[config.mk]
export PLATFORM = sky130hd
export DESIGN_NAME = serial_receiver
export DESIGN_NICKNAME = d
export VERILOG_FILES = /design/src/rtl/serial_pkg.sv /design/src/rtl/serial_receiver_edge_detect.sv /design/src/rtl/serial_receiver.sv
export SDC_FILE = /design/constraint.sdc
export NUM_CORES = 1
export LEC_CHECK = 0
export CAP_MARGIN = 20
export CORE_ASPECT_RATIO = 1.25
export CORE_UTILIZATION = 35
export CTS_BUF_LIST = sky130_fd_sc_hd__clkbuf_16
export DETAILED_ROUTE_END_ITERATION = 12
export GPL_ROUTABILITY_DRIVEN = 0
export PLACE_DENSITY_LB_ADDON = 0.15
export SLEW_MARGIN = 40
export SYNTH_ARGS = -nofsm -noshare
export SYNTH_HDL_FRONTEND = slang
export SYNTH_SLANG_ARGS = --single-unit
export TNS_END_PERCENT = 10
[constraint.sdc]
create_clock -name Clk -period 2.1 [get_ports Clk]
set_input_delay 0.42 -clock Clk [delete_from_list [all_inputs] [get_ports Clk]]
set_output_delay 0.42 -clock Clk [all_outputs]
set_load 0.05 [all_outputs]
[src/rtl/serial_pkg.sv]
// Shared word geometry, calculator field layout and receiver state encoding
// for the serial link receiver.
package serial_pkg;

  localparam int WORD_W   = 32;

  localparam int A_LSB    = 24;
  localparam int A_W      = 8;
  localparam int B_LSB    = 16;
  localparam int B_W      = 8;
  localparam int RES_LSB  = 8;
  localparam int RES_W    = 8;
  localparam int SEL_LSB  = 4;
  localparam int SEL_W    = 4;
  localparam int FLAG_LSB = 0;
  localparam int FLAG_W   = 4;

  typedef enum logic [1:0] {
    IDLE  = 2'd0,
    SHIFT = 2'd1,
    DONE  = 2'd2
  } rx_state_t;

endpackage

[src/rtl/serial_receiver_edge_detect.sv]
// One-register edge detector in the Clk domain; the history register resets
// to 0, so a line already high at reset release reads as a rise.
module edge_detect (
  input  logic Clk,
  input  logic Reset,
  input  logic In,
  output logic Rise,
  output logic Fall
);

  logic in_q;

  always_ff @(posedge Clk or negedge Reset) begin
    if (!Reset) in_q <= 1'b0;
    else        in_q <= In;
  end

  assign Rise = In & ~in_q;
  assign Fall = ~In & in_q;

endmodule

[src/rtl/serial_receiver.sv]
// Deserializes SIZE-bit beats (MSB first) taken on ClkTx rises into 32-bit
// words, decodes the calculator fields and flags truncated frames.
module serial_receiver
  import serial_pkg::*;
#(
  parameter int SIZE = 1
) (
  input  logic              Clk,
  input  logic              Reset,
  input  logic              Enable,
  input  logic              ClkTx,
  input  logic              DinValid,
  input  logic [SIZE-1:0]   Din,
  output logic [WORD_W-1:0] WordOut,
  output logic [A_W-1:0]    RxA,
  output logic [B_W-1:0]    RxB,
  output logic [RES_W-1:0]  RxResult,
  output logic [SEL_W-1:0]  RxSel,
  output logic [FLAG_W-1:0] RxFlag,
  output logic              WordValid,
  output logic              FrameError,
  output logic              RxBusy
);

  localparam int BEATS = WORD_W / SIZE;
  localparam int CNT_W = $clog2(BEATS) + 1;
  localparam logic [CNT_W-1:0] LAST = CNT_W'(BEATS - 1);

  // Edge detectors: lane 0 watches ClkTx, lane 1 watches DinValid.
  logic [1:0] ed_in, ed_rise, ed_fall;
  assign ed_in = {DinValid, ClkTx};

  for (genvar g = 0; g < 2; g++) begin : g_edge
    edge_detect u_edge (
      .Clk   (Clk),
      .Reset (Reset),
      .In    (ed_in[g]),
      .Rise  (ed_rise[g]),
      .Fall  (ed_fall[g])
    );
  end

  logic tx_edge, dv_fall;
  logic unused_edges;
  assign tx_edge      = ed_rise[0];
  assign dv_fall      = ed_fall[1];
  assign unused_edges = ^{ed_rise[1], ed_fall[0]};

  rx_state_t         state_q, state_d;
  logic [CNT_W-1:0]  cnt_q, cnt_d;
  logic [WORD_W-1:0] shift_q, shift_d;
  logic [WORD_W-1:0] word_q, word_d;
  logic              ferr_q, ferr_d;

  logic              beat, last, abort;
  logic [WORD_W-1:0] shift_nxt;

  assign beat      = tx_edge & DinValid & Enable;
  assign last      = (cnt_q == LAST);
  // Only a partially received word can be truncated; DONE/IDLE just drop out.
  assign abort     = (state_q == SHIFT) & (dv_fall | ~Enable);
  assign shift_nxt = WORD_W'({shift_q, Din});

  always_ff @(posedge Clk or negedge Reset) begin
    if (!Reset) state_q <= IDLE;
    else        state_q <= state_d;
  end

  always_comb begin
    state_d = state_q;
    case (state_q)
      IDLE:    if (beat) state_d = last ? DONE : SHIFT;
      SHIFT: begin
        if (abort)             state_d = IDLE;
        else if (beat && last) state_d = DONE;
      end
      DONE:    state_d = beat ? (last ? DONE : SHIFT) : IDLE;
      default: state_d = IDLE;
    endcase
  end

  always_comb begin
    WordValid = 1'b0;
    RxBusy    = 1'b0;
    case (state_q)
      SHIFT:   RxBusy    = 1'b1;
      DONE:    WordValid = 1'b1;
      default: ;
    endcase
  end

  // The finished word is latched on the last beat so it lands with WordValid.
  always_comb begin
    cnt_d   = cnt_q;
    shift_d = shift_q;
    word_d  = word_q;
    ferr_d  = abort;
    if (abort) begin
      cnt_d = '0;
    end else if (beat) begin
      shift_d = shift_nxt;
      cnt_d   = last ? '0 : cnt_q + CNT_W'(1);
      if (last) word_d = shift_nxt;
    end
  end

  always_ff @(posedge Clk or negedge Reset) begin
    if (!Reset) begin
      cnt_q   <= '0;
      shift_q <= '0;
      word_q  <= '0;
      ferr_q  <= 1'b0;
    end else begin
      cnt_q   <= cnt_d;
      shift_q <= shift_d;
      word_q  <= word_d;
      ferr_q  <= ferr_d;
    end
  end

  assign WordOut    = word_q;
  assign FrameError = ferr_q;
  assign RxA        = word_q[A_LSB    +: A_W];
  assign RxB        = word_q[B_LSB    +: B_W];
  assign RxResult   = word_q[RES_LSB  +: RES_W];
  assign RxSel      = word_q[SEL_LSB  +: SEL_W];
  assign RxFlag     = word_q[FLAG_LSB +: FLAG_W];

  a_cnt_range: assert property (@(posedge Clk) disable iff (!Reset) cnt_q <= LAST);
  a_vld_busy:  assert property (@(posedge Clk) disable iff (!Reset) !(WordValid && RxBusy));

endmodule

==> results.cfg, run 1 <==
[detailed_routing]
drc = 0
vias_per_cell = 4.49
dr.pass1.iters = 4
drt-initial-drc-count = 159
routed_wl_um = 5530
avgRoutedWirePerCell_um = 12.2
vias = 2038
ant_nets = 0

[clocking]
post_cts_buffers = 0
clock-sinks = 74
cts_tree = yes
postCtsHoldBufs = 0
clkLatencyLatePin_ps = 320
h-tree-depth = 3
clk_root_buffer_cell = clkbuf_16
cts_buffers = 9
cts_resized = 0
clock_path_buffers = 2
clk_pin_slew_ps = 60

[setup_path]
critPathTopFamily = buffers and inverters
worst-path-max-fanout = 3
reg2reg_to = WordOut[14]$_DFFE_PN0P_
cp_slowest_stage_delay_ps = 820
timing.rr.start = cnt_q[0]$_DFFE_PN0P_
critPathSlowestCell = clkdlybuf4s50_1
endpoint_kind = output port
crit_type = flip-flop to output port
crit_chain = clkdlybuf4s50_1
r2r_cells = 5
crit_buf_inv = 1
start_kind = flip-flop
critPathRequiredTime_ps = 1680
rrSetupSlack_ps = 330
critical_path_arrival_ps = 1530
worstSetupPathDepth = 1

[timing]
finalCriticalPeriod_ps = 1950
finClkSkew_ps = 4.24
setup_viol = 0
period_share_pct = 92.6
hold_violations = 0
maxSlewHeadroom_pct = 66.3
rsz0062_at_grt = false
fin_ws_ps = 155
slew_viol_final = 0
tightest_slew_ps = 505
fmax_ghz = 0.514
tns_ps = 0

[logic_synthesis]
ys_seq_area_share_pct = 59.3
syn_nets = 288
synth_top_cell_by_area = dfrtp_1
synth_cells = 281
syn-cell-area_sq_um = 3120
ys_ff_latch = 74
synth_top_area_share_pct = 59.3
synth.area.top_cells = dfrtp_1 (59%), nand2_1 (12%), mux2_2 (12%)
syn_avg_cell_area_sq_um = 11.1
synth_cell_types = 29
ys_warn_count = 0

[pwr]
p_leak_nw = 1.99
power.density_nw_per_um2 = 808
ir_drop_v = 0.000505

[layout]
finalNonFillerCells = 454
finalNetCount = 338
fin_area_sq_um = 4090
layout_commonest_cell = nand2_1
diodes = 0
flow.area_growth_from_synthesis_pct = 31.2
layout-drive-gt1-share_pct = 17.4
mostFrequentLayoutCells = nand2_1 (97), dfrtp_1 (74), clkdlybuf4s50_1 (69), mux2_2 (32)
final_util_pct = 47.3

[die]
start_util_pct = 36.1
chipWidth_um = 86.5
ioPinCount = 73
die_h_um = 108
dieArea_sq_um = 9300
rows = 38
core-area_sq_um = 8650

[global_route]
grt_overflow = 0
grt_max_degree = 40
grt_pass1_wl_um = 9620
grt_pass1_vias = 1979
grt_usage_pct = 13.6
antenna_found_initial = 0

[place]
pre_cts_ws_ps = 23.1
place_area_sq_um = 3790
hpwl_um = 3580
dp.cells = 440
port_buffers = 72

[job]
drv_cap = 0

[hold_path]
hold_path_class = input port to async pin

[run_status]
status = completed
## per-stage QoR
| stage | hold WS (ps) | power (mW) |
|---|---|---|
| 2_1_floorplan | 124 | 1.67 |
| 3_3_place_gp | 418 | 1.79 |
| 3_5_place_dp | 417 | 1.79 |
| 4_1_cts | 64.6 | 3.36 |
| 5_1_grt | 86.0 | 3.45 |
| 6_report | 48.4 | 3.31 |
## how the worst max path moves through the flow
| stage | from | slack (ps) | endpoint |
|---|---|---|---|
| after floorplan | state_q[0]$_DFFE_PN0P_ | 280 | cnt_q[5]$_DFFE_PN0P_ |
| after global placement | ClkTx | 60 | cnt_q[5]$_DFFE_PN0P_ |
| after detailed placement | ClkTx | 20 | cnt_q[5]$_DFFE_PN0P_ |
| after CTS | state_q[0]$_DFFE_PN0P_ | 30 | WordValid |
| after global routing | WordOut[2]$_DFFE_PN0P_ | 100 | RxFlag[2] |
| final | WordOut[1]$_DFFE_PN0P_ | 150 | WordOut[1] |
## layout make-up
class | count | area, sq um
flip-flops and latches | 74 | 1850
clock buffers | 9 | 225
repair buffers | 82 | 831
fillers | 822 | 4560
multi-input cells | 159 | 945
clock inverters | 5 | 72.6
well taps | 120 | 150
inverters | 5 | 18.8
## routing by layer
| layer | GRT usage [%] | part of all wire [%] | vias up |
|---|---|---|---|
| li1 | - | - | 982 |
| met2 | 20.6 | 47 | 50 |
| met3 | 3.14 | 4.2 | 11 |
| met5 | 0 | 0 | - |
| met4 | 7.86 | 2.4 | 0 |
| met1 | 17.8 | 47 | 995 |
## power by group
group	internal, mW	switching [mW]	total [mW]	leakage (nW)
sequential	1.48	0.0421	1.52	1.02
clock	1.02	0.535	1.55	0.150
combinational	0.0834	0.151	0.235	0.821
## cells in the mapped netlist
cell type,number
or3_1,3
o311ai_0,1
a21oi_1,3
buf_6,3
or4b_1,1
clkbuf_1,4
nor2b_1,2
nand2b_1,1
buf_1,3
buf_2,1
ha_1,1
o2111ai_1,1
o211ai_1,3
nor2_1,1
and4b_1,1
nand2_1,97
a21boi_1,1
nor3_4,1
a211oi_1,1
nand4_1,1
dfrtp_1,74
o31ai_1,1
nand4b_2,1
inv_1,5
buf_4,32
mux2_2,32
o21ai_0,3
nand3_1,2
a31oi_1,1
## state kept, by name, summed over array words and instances, names as in the netlist
name,flops
WordOut,32
shift_q,31
cnt_q,6
g_edge.u_edge.in_q,2
state_q,2
FrameError,1
## cells by family after synthesis
logic type | synth area share (%)
buffers and inverters | 10.4
adder cells (fa/ha/maj) | 0.401
flip-flops | 59.3
multiplexers | 11.5
AO/OA/AOI/OAI | 3.17
AND/OR/NAND/NOR | 15.2
No activity file was read; power rests on OpenSTA's default activity.
==> run 2, diff against run 1 <==
--- a/config.mk
+++ b/config.mk
@@ -5,6 +5,7 @@
 export SDC_FILE = /design/constraint.sdc
 export NUM_CORES = 1
 export LEC_CHECK = 0
+export ABC_CLOCK_PERIOD_IN_PS = 2400
 export CAP_MARGIN = 20
 export CORE_ASPECT_RATIO = 1.25
 export CORE_UTILIZATION = 35
==> constraint.sdc (replaced) <==
create_clock -name Clk -period 2.4 [get_ports Clk]
set_input_delay 0.48 -clock Clk [delete_from_list [all_inputs] [get_ports Clk]]
set_output_delay 0.48 -clock Clk [all_outputs]
set_load 0.05 [all_outputs]
==> run 2 against run 1 <==
  * Via count shrank 0.98%
  * Clock-buffer cell count unchanged
  * Register-to-register slack improved by 330 ps
  * Sequential power down 12%
  * Wire length about the same
  * Non-clock buffer count decreased by 3
  * Sequential share of layout area rose by 0.69 points
  * First-iteration DRC count fell by 31%
  * Core utilization shrank 0.71 points
  * Combinational power down 15%
  * Sequential cell count is the same
==> results.cfg, run 2 (synthesized netlist as in run 1, its figures left out) <==
[run_status]
status = completed

[timing]
maxSlewHeadroom_pct = 66.6
tns_ps = 0
finalCriticalPeriod_ps = 2160
finClkSkew_ps = 6.24
rsz0062_at_grt = false
slew_viol_final = 0
tightest_slew_ps = 500
setup_viol = 0
hold_violations = 0
fmax_ghz = 0.463
period_share_pct = 90.1

[clocking]
clock_path_buffers = 2
postCtsHoldBufs = 0
clk_pin_slew_ps = 60
cts_buffers = 9
clk_root_buffer_cell = clkbuf_16
cts_tree = yes
cts_resized = 0
clkLatencyLatePin_ps = 330
clock-sinks = 74
h-tree-depth = 3
post_cts_buffers = 0

[setup_path]
crit_type = flip-flop to output port
start_kind = flip-flop
worst-path-max-fanout = 3
critical_path_arrival_ps = 1680
endpoint_kind = output port
critPathTopFamily = buffers and inverters
critPathRequiredTime_ps = 1920
crit_chain = nor2b_1, clkdlybuf4s50_1
cp_slowest_stage_delay_ps = 820
crit_buf_inv = 1
critPathSlowestCell = clkdlybuf4s50_1

[layout]
largest_reg_flops = 32
fill_cells = 827
final_util_pct = 46.6
diodes = 0
layout-drive-gt1-share_pct = 17.1
flow.area_growth_from_synthesis_pct = 29.2
finalNetCount = 335
layout_commonest_cell = nand2_1
mostFrequentLayoutCells = nand2_1 (97), dfrtp_1 (74), clkdlybuf4s50_1 (71), mux2_2 (32), clkbuf_16 (9)

[pwr]
p_int_mw = 2.06
ir_drop_v = 0.000374
p_seq_share_pct = 48.8
switchingPower_mw = 0.672
power.density_nw_per_um2 = 678
p_comb_share_pct = 7.3
p_leak_nw = 1.94
clkPwrFrac_pct = 43.8
p_sw_share_pct = 24.6

[detailed_routing]
vias = 2018
routed_wl_um = 5530
avgRoutedWirePerCell_um = 12.2
drc = 0
drt-initial-drc-count = 110
ant_nets = 0
vias_per_cell = 4.45
dr.pass1.iters = 4

[die]
start_util_pct = 36.1
core-area_sq_um = 8650
ioPinCount = 73
rows = 38
dieArea_sq_um = 9300
chipWidth_um = 86.5
die_h_um = 108

[hold_path]
hold_path_class = input port to async pin

[global_route]
grt_usage_pct = 13.4
antenna_found_initial = 0
grt_max_degree = 42
grt_pass1_wl_um = 9390
grt_pass1_vias = 2016
grt_overflow = 0

[job]
drv_cap = 0

[place]
port_buffers = 72
hpwl_um = 3670
run 2: power by group through the flow:
stage | clock (mW) | combinational (mW) | sequential (mW)
floorplan | 0 | 0.0974 | 1.37
global placement | 0 | 0.203 | 1.36
detailed placement | 0 | 0.206 | 1.36
CTS | 1.23 | 0.207 | 1.34
global route | 1.28 | 0.228 | 1.34
finish | 1.20 | 0.200 | 1.34
run 2: layer usage:
layer,track usage [%],part of all wire (%)
met1,16.6,47
met4,6.07,1.9
met2,20.9,46
met5,0,0
met3,4.68,5.4
run 2: worst paths after layout:
check                                                  endpoint  slack [ps]              startpoint  cells past startpoint
worst max-delay path                                     RxBusy         240  state_q[0]$_DFFE_PN0P_                      2
worst min-delay path            g_edge[1].u_edge.in_q$_DFF_PN0_          90                   Reset                      1
worst max register to register          WordOut[17]$_DFFE_PN0P_         660    cnt_q[1]$_DFFE_PN0P_                      5
worst min register to register           shift_q[1]$_DFFE_PN0P_         490  shift_q[0]$_DFFE_PN0P_                      2
max in group asynchronous               shift_q[17]$_DFFE_PN0P_        1750                   Reset                      2
min in group Clk                         shift_q[1]$_DFFE_PN0P_         490  shift_q[0]$_DFFE_PN0P_                      2
run 2: area by class of cell:
| cell class | count | area, sq um | area share (%) |
|---|---|---|---|
| flip-flops and latches | 74 | 1850 | 45.9 |
| multi-input cells | 159 | 945 | 23.4 |
| well taps | 120 | 150 | 3.72 |
| inverters | 5 | 18.8 | 0.465 |
| clock inverters | 7 | 46.3 | 1.15 |
| repair buffers | 79 | 796 | 19.7 |
| clock buffers | 9 | 225 | 5.58 |
run 2: through the flow:
stage               instances  hold slack [ps]  total power, mW  cell area [sq um]  setup slack (ps)
floorplan                 281              184             1.46               3120               580
global placement          437              469             1.56               3760               160
detailed placement        437              467             1.56               3760               108
CTS                       453              112             2.78               4030               220
global route              453              123             2.85               4030               181
finish                    453             88.4             2.73               4030               238
